===== src/rtl/ascon_io_bridge_if.sv =====
// Bundle of the host job/result handshake and the bit-serial Ascon core link.
// master = host/core side, slave = the bridge.
interface ascon_io_bridge_if #(
  parameter int K = 128,
  parameter int L = 32,
  parameter int Y = 32
);
  logic         in_valid;
  logic         in_ready;
  logic [K-1:0] in_key;
  logic [127:0] in_nonce;
  logic [L-1:0] in_ad;
  logic [Y-1:0] in_data;
  logic         in_decrypt;

  logic         core_rstxSO;
  logic         keyxSO;
  logic         noncexSO;
  logic         adxSO;
  logic         dataxSO;
  logic         startxSO;
  logic         decryptxSO;
  logic         output_dataxSI;
  logic         tagxSI;
  logic         ascon_readyxSI;

  logic         out_valid;
  logic         out_ready;
  logic [Y-1:0] out_data;
  logic [127:0] out_tag;
  logic         out_err;

  modport master (
    output in_valid, in_key, in_nonce, in_ad, in_data, in_decrypt,
    input  in_ready,
    input  core_rstxSO, keyxSO, noncexSO, adxSO, dataxSO, startxSO, decryptxSO,
    output output_dataxSI, tagxSI, ascon_readyxSI,
    input  out_valid, out_data, out_tag, out_err,
    output out_ready
  );

  modport slave (
    input  in_valid, in_key, in_nonce, in_ad, in_data, in_decrypt,
    output in_ready,
    output core_rstxSO, keyxSO, noncexSO, adxSO, dataxSO, startxSO, decryptxSO,
    input  output_dataxSI, tagxSI, ascon_readyxSI,
    output out_valid, out_data, out_tag, out_err,
    input  out_ready
  );
endinterface


===== src/rtl/ascon_io_bridge.sv =====
// Bridges a parallel encrypt/decrypt job to a bit-serial Ascon core: resets the core,
// streams key/nonce/ad/data MSB first, starts it, and collects tag/data LSB first.
module ascon_io_bridge #(
  parameter int K       = 128,
  parameter int L       = 32,
  parameter int Y       = 32,
  parameter int TIMEOUT = 4096
) (
  input logic              clk,
  input logic              rst,
  ascon_io_bridge_if.slave bus
);
  localparam int N0 = (K > 128) ? K : 128;
  localparam int N1 = (N0 > L) ? N0 : L;
  localparam int N  = (N1 > Y) ? N1 : Y;
  localparam int M  = (Y > 128) ? Y : 128;
  localparam int NW = $clog2(N + 1);
  localparam int JW = $clog2(M + 1);
  localparam int WW = $clog2(TIMEOUT + 1);

  typedef enum logic [2:0] {
    IDLE, CRST, SHIFT, GAP, START, WAIT, COLLECT, DONE
  } state_t;

  state_t state, state_nxt;

  logic [NW-1:0] cnt;
  logic [JW-1:0] cap_j;
  logic [WW-1:0] wdog;
  logic          rdy_d;

  logic [K-1:0]  key_sh;
  logic [127:0]  nonce_sh;
  logic [L-1:0]  ad_sh;
  logic [Y-1:0]  data_sh;
  logic          dec_q;

  logic [Y-1:0]  res_data;
  logic [127:0]  res_tag;
  logic          res_err;

  logic accept, shift_last, cap_en, cap_last, timeout_hit;

  assign accept      = (state == IDLE) && bus.in_valid;
  assign shift_last  = (state == SHIFT) && (cnt == NW'(N - 1));
  assign cap_en      = (state == COLLECT) && rdy_d;
  assign cap_last    = cap_en && (cap_j == JW'(M - 1));
  assign timeout_hit = (state == WAIT) && !bus.ascon_readyxSI && (wdog == WW'(TIMEOUT - 1));

  always_ff @(posedge clk) begin
    if (rst) state <= IDLE;
    else     state <= state_nxt;
  end

  always_comb begin
    state_nxt = state;
    case (state)
      IDLE:    if (accept) state_nxt = CRST;
      CRST:    state_nxt = SHIFT;
      SHIFT:   if (shift_last) state_nxt = GAP;
      GAP:     state_nxt = START;
      START:   state_nxt = WAIT;
      WAIT: begin
        if (bus.ascon_readyxSI) state_nxt = COLLECT;
        else if (timeout_hit)   state_nxt = DONE;
      end
      COLLECT: if (cap_last) state_nxt = DONE;
      DONE:    if (bus.out_ready) state_nxt = IDLE;
      default: state_nxt = IDLE;
    endcase
  end

  // Shift counter, capture index and watchdog never exceed their terminal value within a job.
  always_ff @(posedge clk) begin
    if (rst) begin
      cnt     <= '0;
      cap_j   <= '0;
      wdog    <= '0;
      rdy_d   <= 1'b0;
      res_err <= 1'b0;
    end else begin
      rdy_d <= bus.ascon_readyxSI;
      if (state == CRST)       cnt <= '0;
      else if (state == SHIFT) cnt <= cnt + NW'(1);
      if (state == START)      wdog <= '0;
      else if (state == WAIT)  wdog <= wdog + WW'(1);
      if (state == START)      cap_j <= '0;
      else if (cap_en)         cap_j <= cap_j + JW'(1);
      if (timeout_hit)                          res_err <= 1'b1;
      else if ((state == DONE) && bus.out_ready) res_err <= 1'b0;
    end
  end

  // The latched job words double as shift registers; zeros fill in behind the MSB,
  // so a stream shorter than N reads 0 once it is exhausted.
  always_ff @(posedge clk) begin
    if (accept) begin
      key_sh   <= bus.in_key;
      nonce_sh <= bus.in_nonce;
      ad_sh    <= bus.in_ad;
      data_sh  <= bus.in_data;
      dec_q    <= bus.in_decrypt;
    end else if (state == SHIFT) begin
      key_sh   <= key_sh << 1;
      nonce_sh <= nonce_sh << 1;
      ad_sh    <= ad_sh << 1;
      data_sh  <= data_sh << 1;
    end
  end

  // Results shift in from the top so that bit j lands at position j after the last capture.
  always_ff @(posedge clk) begin
    if (rst) begin
      res_data <= '0;
      res_tag  <= '0;
    end else if (accept) begin
      res_data <= '0;
      res_tag  <= '0;
    end else if (cap_en) begin
      if (cap_j < JW'(128)) res_tag  <= {bus.tagxSI, res_tag[127:1]};
      if (cap_j < JW'(Y))   res_data <= {bus.output_dataxSI, res_data[Y-1:1]};
    end
  end

  always_comb begin
    bus.in_ready    = 1'b0;
    bus.core_rstxSO = rst;
    bus.keyxSO      = 1'b0;
    bus.noncexSO    = 1'b0;
    bus.adxSO       = 1'b0;
    bus.dataxSO     = 1'b0;
    bus.startxSO    = 1'b0;
    bus.decryptxSO  = (state != IDLE) && dec_q;
    bus.out_valid   = 1'b0;
    bus.out_data    = res_data;
    bus.out_tag     = res_tag;
    bus.out_err     = res_err;
    case (state)
      IDLE:  bus.in_ready    = 1'b1;
      CRST:  bus.core_rstxSO = 1'b1;
      SHIFT: begin
        bus.keyxSO   = key_sh[K-1];
        bus.noncexSO = nonce_sh[127];
        bus.adxSO    = ad_sh[L-1];
        bus.dataxSO  = data_sh[Y-1];
      end
      START: bus.startxSO  = 1'b1;
      DONE:  bus.out_valid = 1'b1;
      default: ;
    endcase
  end
endmodule


===== src/flat_wrapper.sv =====
// flat-port wrapper written by rule: the top's interface ports become plain ports
module ascon_io_bridge_flat 
#(
  parameter int K       = 128,
  parameter int L       = 32,
  parameter int Y       = 32,
  parameter int TIMEOUT = 4096
)
  (clk, rst, bus_in_valid, bus_in_key, bus_in_nonce, bus_in_ad, bus_in_data, bus_in_decrypt, bus_in_ready, bus_core_rstxSO, bus_keyxSO, bus_noncexSO, bus_adxSO, bus_dataxSO, bus_startxSO, bus_decryptxSO, bus_output_dataxSI, bus_tagxSI, bus_ascon_readyxSI, bus_out_valid, bus_out_data, bus_out_tag, bus_out_err, bus_out_ready);
  ascon_io_bridge_if #(.K(K), .L(L), .Y(Y)) bus_i ();
  input logic clk;
  input logic rst;
  input wire logic [$bits(bus_i.in_valid)-1:0] bus_in_valid;
  input wire logic [$bits(bus_i.in_key)-1:0] bus_in_key;
  input wire logic [$bits(bus_i.in_nonce)-1:0] bus_in_nonce;
  input wire logic [$bits(bus_i.in_ad)-1:0] bus_in_ad;
  input wire logic [$bits(bus_i.in_data)-1:0] bus_in_data;
  input wire logic [$bits(bus_i.in_decrypt)-1:0] bus_in_decrypt;
  output wire logic [$bits(bus_i.in_ready)-1:0] bus_in_ready;
  output wire logic [$bits(bus_i.core_rstxSO)-1:0] bus_core_rstxSO;
  output wire logic [$bits(bus_i.keyxSO)-1:0] bus_keyxSO;
  output wire logic [$bits(bus_i.noncexSO)-1:0] bus_noncexSO;
  output wire logic [$bits(bus_i.adxSO)-1:0] bus_adxSO;
  output wire logic [$bits(bus_i.dataxSO)-1:0] bus_dataxSO;
  output wire logic [$bits(bus_i.startxSO)-1:0] bus_startxSO;
  output wire logic [$bits(bus_i.decryptxSO)-1:0] bus_decryptxSO;
  input wire logic [$bits(bus_i.output_dataxSI)-1:0] bus_output_dataxSI;
  input wire logic [$bits(bus_i.tagxSI)-1:0] bus_tagxSI;
  input wire logic [$bits(bus_i.ascon_readyxSI)-1:0] bus_ascon_readyxSI;
  output wire logic [$bits(bus_i.out_valid)-1:0] bus_out_valid;
  output wire logic [$bits(bus_i.out_data)-1:0] bus_out_data;
  output wire logic [$bits(bus_i.out_tag)-1:0] bus_out_tag;
  output wire logic [$bits(bus_i.out_err)-1:0] bus_out_err;
  input wire logic [$bits(bus_i.out_ready)-1:0] bus_out_ready;
  assign bus_i.in_valid = bus_in_valid;
  assign bus_i.in_key = bus_in_key;
  assign bus_i.in_nonce = bus_in_nonce;
  assign bus_i.in_ad = bus_in_ad;
  assign bus_i.in_data = bus_in_data;
  assign bus_i.in_decrypt = bus_in_decrypt;
  assign bus_in_ready = bus_i.in_ready;
  assign bus_core_rstxSO = bus_i.core_rstxSO;
  assign bus_keyxSO = bus_i.keyxSO;
  assign bus_noncexSO = bus_i.noncexSO;
  assign bus_adxSO = bus_i.adxSO;
  assign bus_dataxSO = bus_i.dataxSO;
  assign bus_startxSO = bus_i.startxSO;
  assign bus_decryptxSO = bus_i.decryptxSO;
  assign bus_i.output_dataxSI = bus_output_dataxSI;
  assign bus_i.tagxSI = bus_tagxSI;
  assign bus_i.ascon_readyxSI = bus_ascon_readyxSI;
  assign bus_out_valid = bus_i.out_valid;
  assign bus_out_data = bus_i.out_data;
  assign bus_out_tag = bus_i.out_tag;
  assign bus_out_err = bus_i.out_err;
  assign bus_i.out_ready = bus_out_ready;
  ascon_io_bridge #(.K(K), .L(L), .Y(Y), .TIMEOUT(TIMEOUT)) u_core (.clk(clk), .rst(rst), .bus(bus_i));
endmodule

===== config.mk =====
export PLATFORM = sky130hd
export DESIGN_NAME = ascon_io_bridge_flat
export DESIGN_NICKNAME = d
export VERILOG_FILES = /design/src/rtl/ascon_io_bridge_if.sv /design/src/rtl/ascon_io_bridge.sv /design/src/flat_wrapper.sv
export SDC_FILE = /design/constraint.sdc
export NUM_CORES = 1
export LEC_CHECK = 0
export BUFFER_PORTS_ARGS = -buffer_cell sky130_fd_sc_hd__buf_2
export CAP_MARGIN = 20
export CELL_PAD_IN_SITES_DETAIL_PLACEMENT = 0
export CELL_PAD_IN_SITES_GLOBAL_PLACEMENT = 1
export CORE_MARGIN = 2
export CORE_UTILIZATION = 41
export DETAILED_ROUTE_END_ITERATION = 8
export PLACE_DENSITY_LB_ADDON = 0.1
export SLEW_MARGIN = 0
export SYNTH_ARGS = -nofsm -noshare
export SYNTH_HDL_FRONTEND = slang
export SYNTH_SLANG_ARGS = --single-unit

===== constraint.sdc =====
create_clock -name clk -period 14.3 [get_ports clk]
set_input_delay 2.86 -clock clk [delete_from_list [all_inputs] [get_ports clk]]
set_output_delay 2.86 -clock clk [all_outputs]
set_load 0.1 [all_outputs]

==> results of run 1 <==
## cell type report
cell class | count | area (um^2)
sequential | 515 | 13500
antenna | 12 | 30.0
clock buffer | 65 | 1500
tap | 672 | 841
inverter | 4 | 15.0
multi-input combinational | 953 | 6750
clock inverter | 41 | 457
fill | 4465 | 24500
timing repair buffer | 509 | 2620
## Yosys cell counts
library cell	count
o31ai_1	1
buf_6	19
a21oi_1	109
a22oi_1	1
or2_1	1
a21o_1	1
nand2_1	337
o31a_1	1
xor2_1	9
nand2b_1	2
nor3_4	1
a211oi_1	1
a21oi_2	57
ha_1	3
nand4_1	8
mux2_2	216
and3_1	8
clkbuf_1	17
o41ai_1	1
nor3b_1	1
nand4b_1	3
xnor2_1	15
or2_2	2
nor2_1	35
o21ai_0	2
buf_2	44
mux2_1	100
dfxtp_1	194
nand3b_1	1
o311ai_0	1
edfxtp_1	321
nor2b_1	3
nor3_1	10
nand3_1	7
and4b_1	1
buf_4	19
and2_1	6
mux2i_1	2
nor3b_2	1
inv_1	4
clkbuf_2	1
nor4_1	6
## placed cells by master, fill, tap and decap left out, drive strengths merged, types with 6 or more instances in the layout
| cell | count |
|---|---|
| nand2 | 337 |
| inv | 7 |
| buf | 509 |
| nand4 | 8 |
| clkinv | 28 |
| dfxtp | 194 |
| nor2 | 35 |
| mux2 | 316 |
| and2 | 6 |
| nor3 | 11 |
| xor2 | 9 |
| a21oi | 166 |
| xnor2 | 15 |
| and3 | 8 |
| clkbuf | 65 |
| nand3 | 7 |
| nor4 | 6 |
| bufinv | 10 |
| edfxtp | 321 |
| diode | 12 |
## final timing paths
| path | endpoint | slack (ns) |
|---|---|---|
| worst min register to register | u_core.bus.out_tag[0] | 0.46 |
| worst max register to register | u_core.key_sh[105] | 9.86 |
| worst max-delay path | bus_core_rstxSO | 7.56 |
| worst min-delay path | u_core.bus.out_tag[0] | 0.46 |
## stage by stage
step,cell area (um^2),util
after detailed placement,23700,0.472
after CTS,25700,0.511
final,25700,0.512
after global routing,25700,0.511
after global placement,23700,0.472
after floorplan,20900,-
## report_power, final
group / switching, mW / internal, mW
logic: 0.235 / 0.212
registers: 0.0488 / 1.86
clock network: 0.598 / 0.929
total: 0.881 / 3.00
## flip-flops by register name (all words and copies together) (netlist names), 3 cells and up
signal and flops:
u_core.bus.out_data 32, u_core.nonce_sh 128, u_core.data_sh 32, u_core.cap_j 8, u_core.bus.out_tag 128, u_core.state 3, u_core.key_sh 128, u_core.wdog 13
u_core.cnt 8, u_core.ad_sh 32
## per-layer routing
metal | up-vias | routed length, um | track usage
met2 | 349 | 24100 | 0.305
met1 | 6535 | 21500 | 0.236
met4 | 22 | 978 | 0.0536
met5 | - | 150 | 0
met3 | 81 | 4860 | 0.0765
li1 | 6542 | - | -
## logic make-up after synthesis
logic type	synth area share
AO/OA/AOI/OAI	0.0531
XOR/XNOR	0.0101
adder cells (fa/ha/maj)	0.00180
buffers and inverters	0.0316
flip-flops	0.647
multiplexers	0.171
AND/OR/NAND/NOR	0.0855
## worst max-delay path: cells and delay by family
family / cells / cell delay, ns
compound gates: 1 / 0.28
buf+inv: 2 / 0.72
==> run_results.csv, run 1 <==
group,metric,value,unit
clocking,cts_max_level,2,
sta,hold_violations,0,
min_path,hp-start,"u_core.bus.out_tag[0]",
placed_design,port_buffers,497,
worst_setup_path,worstPathArrival,3.88,ns
drt,drtAntennaViolNets,0,
drt,drt_iter0_markers,764,
synthesis,syn_area_per_cell,13.3,um^2
grt,grt_pass1_vias,13475,
worst_setup_path,crit_slowest_cell,"buf_2",
synthesis,yosys_warnings,0,
clocking,cts.sinks,515,
synthesis,synth_cells,1572,
sta,tightest_slew,1.10,ns
outcome,status,"complete, no violations",
clocking,post_cts_buffers,0,
synthesis,synth.distinct_cells,42,
pwr,power.density,151,nW/um^2
drt,num_vias,13529,
synthesis,syn_nets,1903,
synthesis,syn_area,20900,um^2
grt,grt_pass1_wl,78200,um
worst_setup_path,worstPathRequired,11.44,ns
cells_and_area,area_growth,23.1,%
min_path,hold-path-cell-count,2,
grt,grt.total_usage,0.190,
clocking,cts_tree,"built",
cells_and_area,layout-drive-gt1-share,0.423,
sta,slew_violations,0,
clocking,postCtsResizedCells,0,
pwr,total_power,3.88,mW
worst_setup_path,path_class,"input port to output port",
sta,slew_headroom,0.268,
floorplan,rows,82,
sta,fin_ws,7.56,ns
pwr,p_leak,9.68,nW
worst_setup_path,rr_worst_depth,5,
placed_design,post-place-ws,7.53,ns
grt,antenna_found_initial,21,
clocking,cts_buffer_depth,3,
pwr,irDropWorstVdd,0.0886,mV
worst_setup_path,cp_slowest_stage_delay,0.50,ns
floorplan,ios,498,
drt,drcViolationCount,0,
floorplan,start_util,0.416,
sta,tns,0,ns
synthesis,ys_seq_elements,515,
cells_and_area,final_cells,2771,
grt,grt_max_degree,184,
drt,firstDrtPassIters,5,
placed_design,placed_cells,2653,
drt,totalWireLength,51600,um
sta,rsz0062_at_grt,"false",
synthesis,synth.top_cell.area_share,0.461,
synthesis,yosysTopAreaCell,"edfxtp_1",
placed_design,hpwl,35500,um
drt,wl_per_cell,18.6,um
clocking,clock_latency,0.60,ns
floorplan,core_area,50300,um^2
sta,hold_ws,0.462,ns
clocking,root_buffer,"clkbuf_16",
floorplan,die_h,230,um
worst_setup_path,cp_max_fo,12,
drt,viasPerCell,4.88,
sta,fin_crit_sh,0.471,
run,drv_cap,0,
sta,finClkSkew,0.0120,ns
clocking,hold_buffers,0,
worst_setup_path,endpoint_kind,"output port",
clocking,path_clk_slew,0.06,ns
synthesis,yosys-top-cells-area,"edfxtp_1 (46%), dfxtp_1 (19%), mux2_2 (12%)",
sta,setup_viol,0,
synthesis,synth-seq-area-share,0.647,
cells_and_area,nNetsFinal,2370,
sta,fmax,0.148,GHz
floorplan,die_w,230,um
clocking,cts_buffers,56,
worst_setup_path,path_cells,"buf_2 > a21o_1 > buf_2",
floorplan,die_area,52800,um^2
placed_design,place.gp.congestion,0.788,
grt,overflow,0,
min_path,holdCritPathClass,"flip-flop to flip-flop",
worst_setup_path,critPathLaunchType,"input port",
worst_setup_path,r2r-start,"u_core.state[2]",
worst_setup_path,crit_path_start,"rst",
worst_setup_path,cpMostUsedCell,"buf_2",
sta,min_period,6.74,ns
No activity file was read; power rests on OpenSTA's default activity.
==> inputs of run 2 (changes only) <==
Settings changed: CORE_UTILIZATION 41 to 39.
Clock period 14.3 ns to 5.9 ns, I/O delays scaled along.
==> run 2 against run 1 <==
  * Combinational power is 150% higher
  * Final cell count hardly changed
  * Largest power group unchanged
  * First-iteration DRC count is 7.3% higher
  * Via count is 0.54% lower
==> run_results.csv, run 2 (same netlist as run 1, synthesis figures left out) <==
group,metric,value,unit
worst_setup_path,cp.depth,4,
placed_design,hpwl,36100,um
drt,num_vias,13456,
min_path,holdCritPathClass,"flip-flop to flip-flop",
clocking,cts_max_level,2,
cells_and_area,nFillCells,4859,
grt,grt.total_usage,0.185,
grt,grt_pass1_wl,79500,um
cells_and_area,layout-drive-gt1-share,0.418,
sta,slew_violations,0,
worst_setup_path,critPathLaunchType,"flip-flop",
placed_design,port_buffers,497,
floorplan,die_h,236,um
pwr,p_leak,9.56,nW
sta,rsz0062_at_grt,"false",
sta,slew_headroom,0.305,
worst_setup_path,cp_num_buf_inv,2,
cells_and_area,nNetsFinal,2371,
clocking,path_clk_slew,0.06,ns
worst_setup_path,crit_slowest_cell,"dfxtp_1",
worst_setup_path,path_class,"flip-flop to output port",
placed_design,post-place-ws,2.17,ns
cells_and_area,layout_common_cells,"buf_2 (497), nand2_1 (336), edfxtp_1 (321), mux2_2 (216), dfxtp_1 (194)",
sta,fin_crit_sh,0.616,
sta,fin_ws,2.27,ns
pwr,combPwrFrac,0.122,
pwr,p_clk_frac,0.365,
worst_setup_path,critPathTopFamily,"buffers and inverters",
drt,drcViolationCount,0,
floorplan,core_area,52800,um^2
sta,fmax,0.275,GHz
worst_setup_path,worstPathArrival,2.45,ns
sta,hold_violations,0,
pwr,p_switching,2.11,mW
sta,tns,0,ns
clocking,cts_tree,"built",
clocking,postCtsResizedCells,0,
sta,finClkSkew,0.0134,ns
pwr,irDropWorstVdd,0.212,mV
pwr,p_int,6.92,mW
floorplan,start_util,0.396,
clocking,post_cts_buffers,0,
grt,antenna_found_initial,16,
sta,hold_ws,0.461,ns
outcome,status,"complete, no violations",
worst_setup_path,cp_slowest_stage_delay,0.68,ns
clocking,cts_buffer_depth,3,
drt,drtAntennaViolNets,0,
grt,grt_max_degree,158,
drt,totalWireLength,52600,um
pwr,sw_frac_of_total,0.234,
clocking,root_buffer,"clkbuf_16",
worst_setup_path,endpoint_kind,"output port",
floorplan,ios,498,
grt,grt_pass1_vias,13391,
sta,setup_viol,0,
clocking,cts.sinks,515,
floorplan,die_w,236,um
worst_setup_path,worstPathRequired,4.72,ns
min_path,hold-path-cell-count,2,
clocking,cts_buffers,56,
worst_setup_path,path_cells,"nor3b_2 > buf_4 > and2_1 > buf_2",
run,drv_cap,0,
worst_setup_path,rr_worst_depth,5,
sta,tightest_slew,1.04,ns
pwr,power.density,354,nW/um^2
cells_and_area,final_common_cell,"buf_2",
floorplan,die_area,55500,um^2
drt,wl_per_cell,19.0,um
drt,viasPerCell,4.85,
worst_setup_path,cp_max_fo,15,
drt,drt_iter0_markers,820,
pwr,seq_power_share,0.513,
clocking,clock_latency,0.60,ns
cells_and_area,area_growth,22.0,%
grt,overflow,0,
clocking,hold_buffers,0,
floorplan,rows,84,
placed_design,place.gp.congestion,0.778,
drt,firstDrtPassIters,5,
sta,min_period,3.63,ns
[run 2: worst min-delay path: stages, from the launching register on]
cell     delay, ns
dfxtp_1       0.31
nand2_1       0.05
a21oi_1       0.05
[run 2: path summary, 6_finish.rpt]
kind,startpoint,slack (ns),endpoint
setup / recovery,u_core.state[1],2.27,bus_adxSO
setup reg to reg,u_core.state[2],2.63,u_core.bus.out_tag[47]
hold reg to reg,u_core.bus.out_tag[0],0.46,u_core.bus.out_tag[0]
hold / removal,u_core.bus.out_tag[0],0.46,u_core.bus.out_tag[0]
[run 2: power by group through the flow]
stage / Sequential, mW / Combinational (mW) / Clock [mW]
global placement: 4.70 / 1.09 / 0
finish: 4.63 / 1.10 / 3.30
floorplan: 4.68 / 0.865 / 0
global route: 4.68 / 1.21 / 3.54
CTS: 4.64 / 1.13 / 3.40
detailed placement: 4.72 / 1.12 / 0
[run 2: stage by stage]
step                instance area [um^2]  power (mW)   util  std cells
floorplan                          20900        5.54      -       1572
global placement                   23800        5.79  0.451       2669
detailed placement                 23800        5.83  0.451       2669
CTS                                25500        9.17  0.483       2767
global route                       25500        9.43  0.484       2771
finish                             25500        9.03  0.484       2773
[run 2: area by class of cell]
cell class / instances / area [um^2] / area share
Antenna cell: 5 / 12.5 / 0.000490
Clock buffer: 77 / 1610 / 0.0632
Inverter: 4 / 15.0 / 0.000588
Clock inverter: 21 / 92.6 / 0.00363
Sequential cell: 515 / 13500 / 0.530
Timing Repair Buffer: 510 / 2660 / 0.104
Multi-Input combinational cell: 953 / 6750 / 0.264
Tap cell: 688 / 861 / 0.0337
[run 2: layer usage]
metal	vias up	GRT usage	part of all wire	wire (um)
met4	20	0.0457	0.016	861
met3	77	0.0755	0.086	4540
met5	-	0	0.0028	145
met2	363	0.303	0.47	24800
met1	6470	0.226	0.42	22200
li1	6526	-	-	-
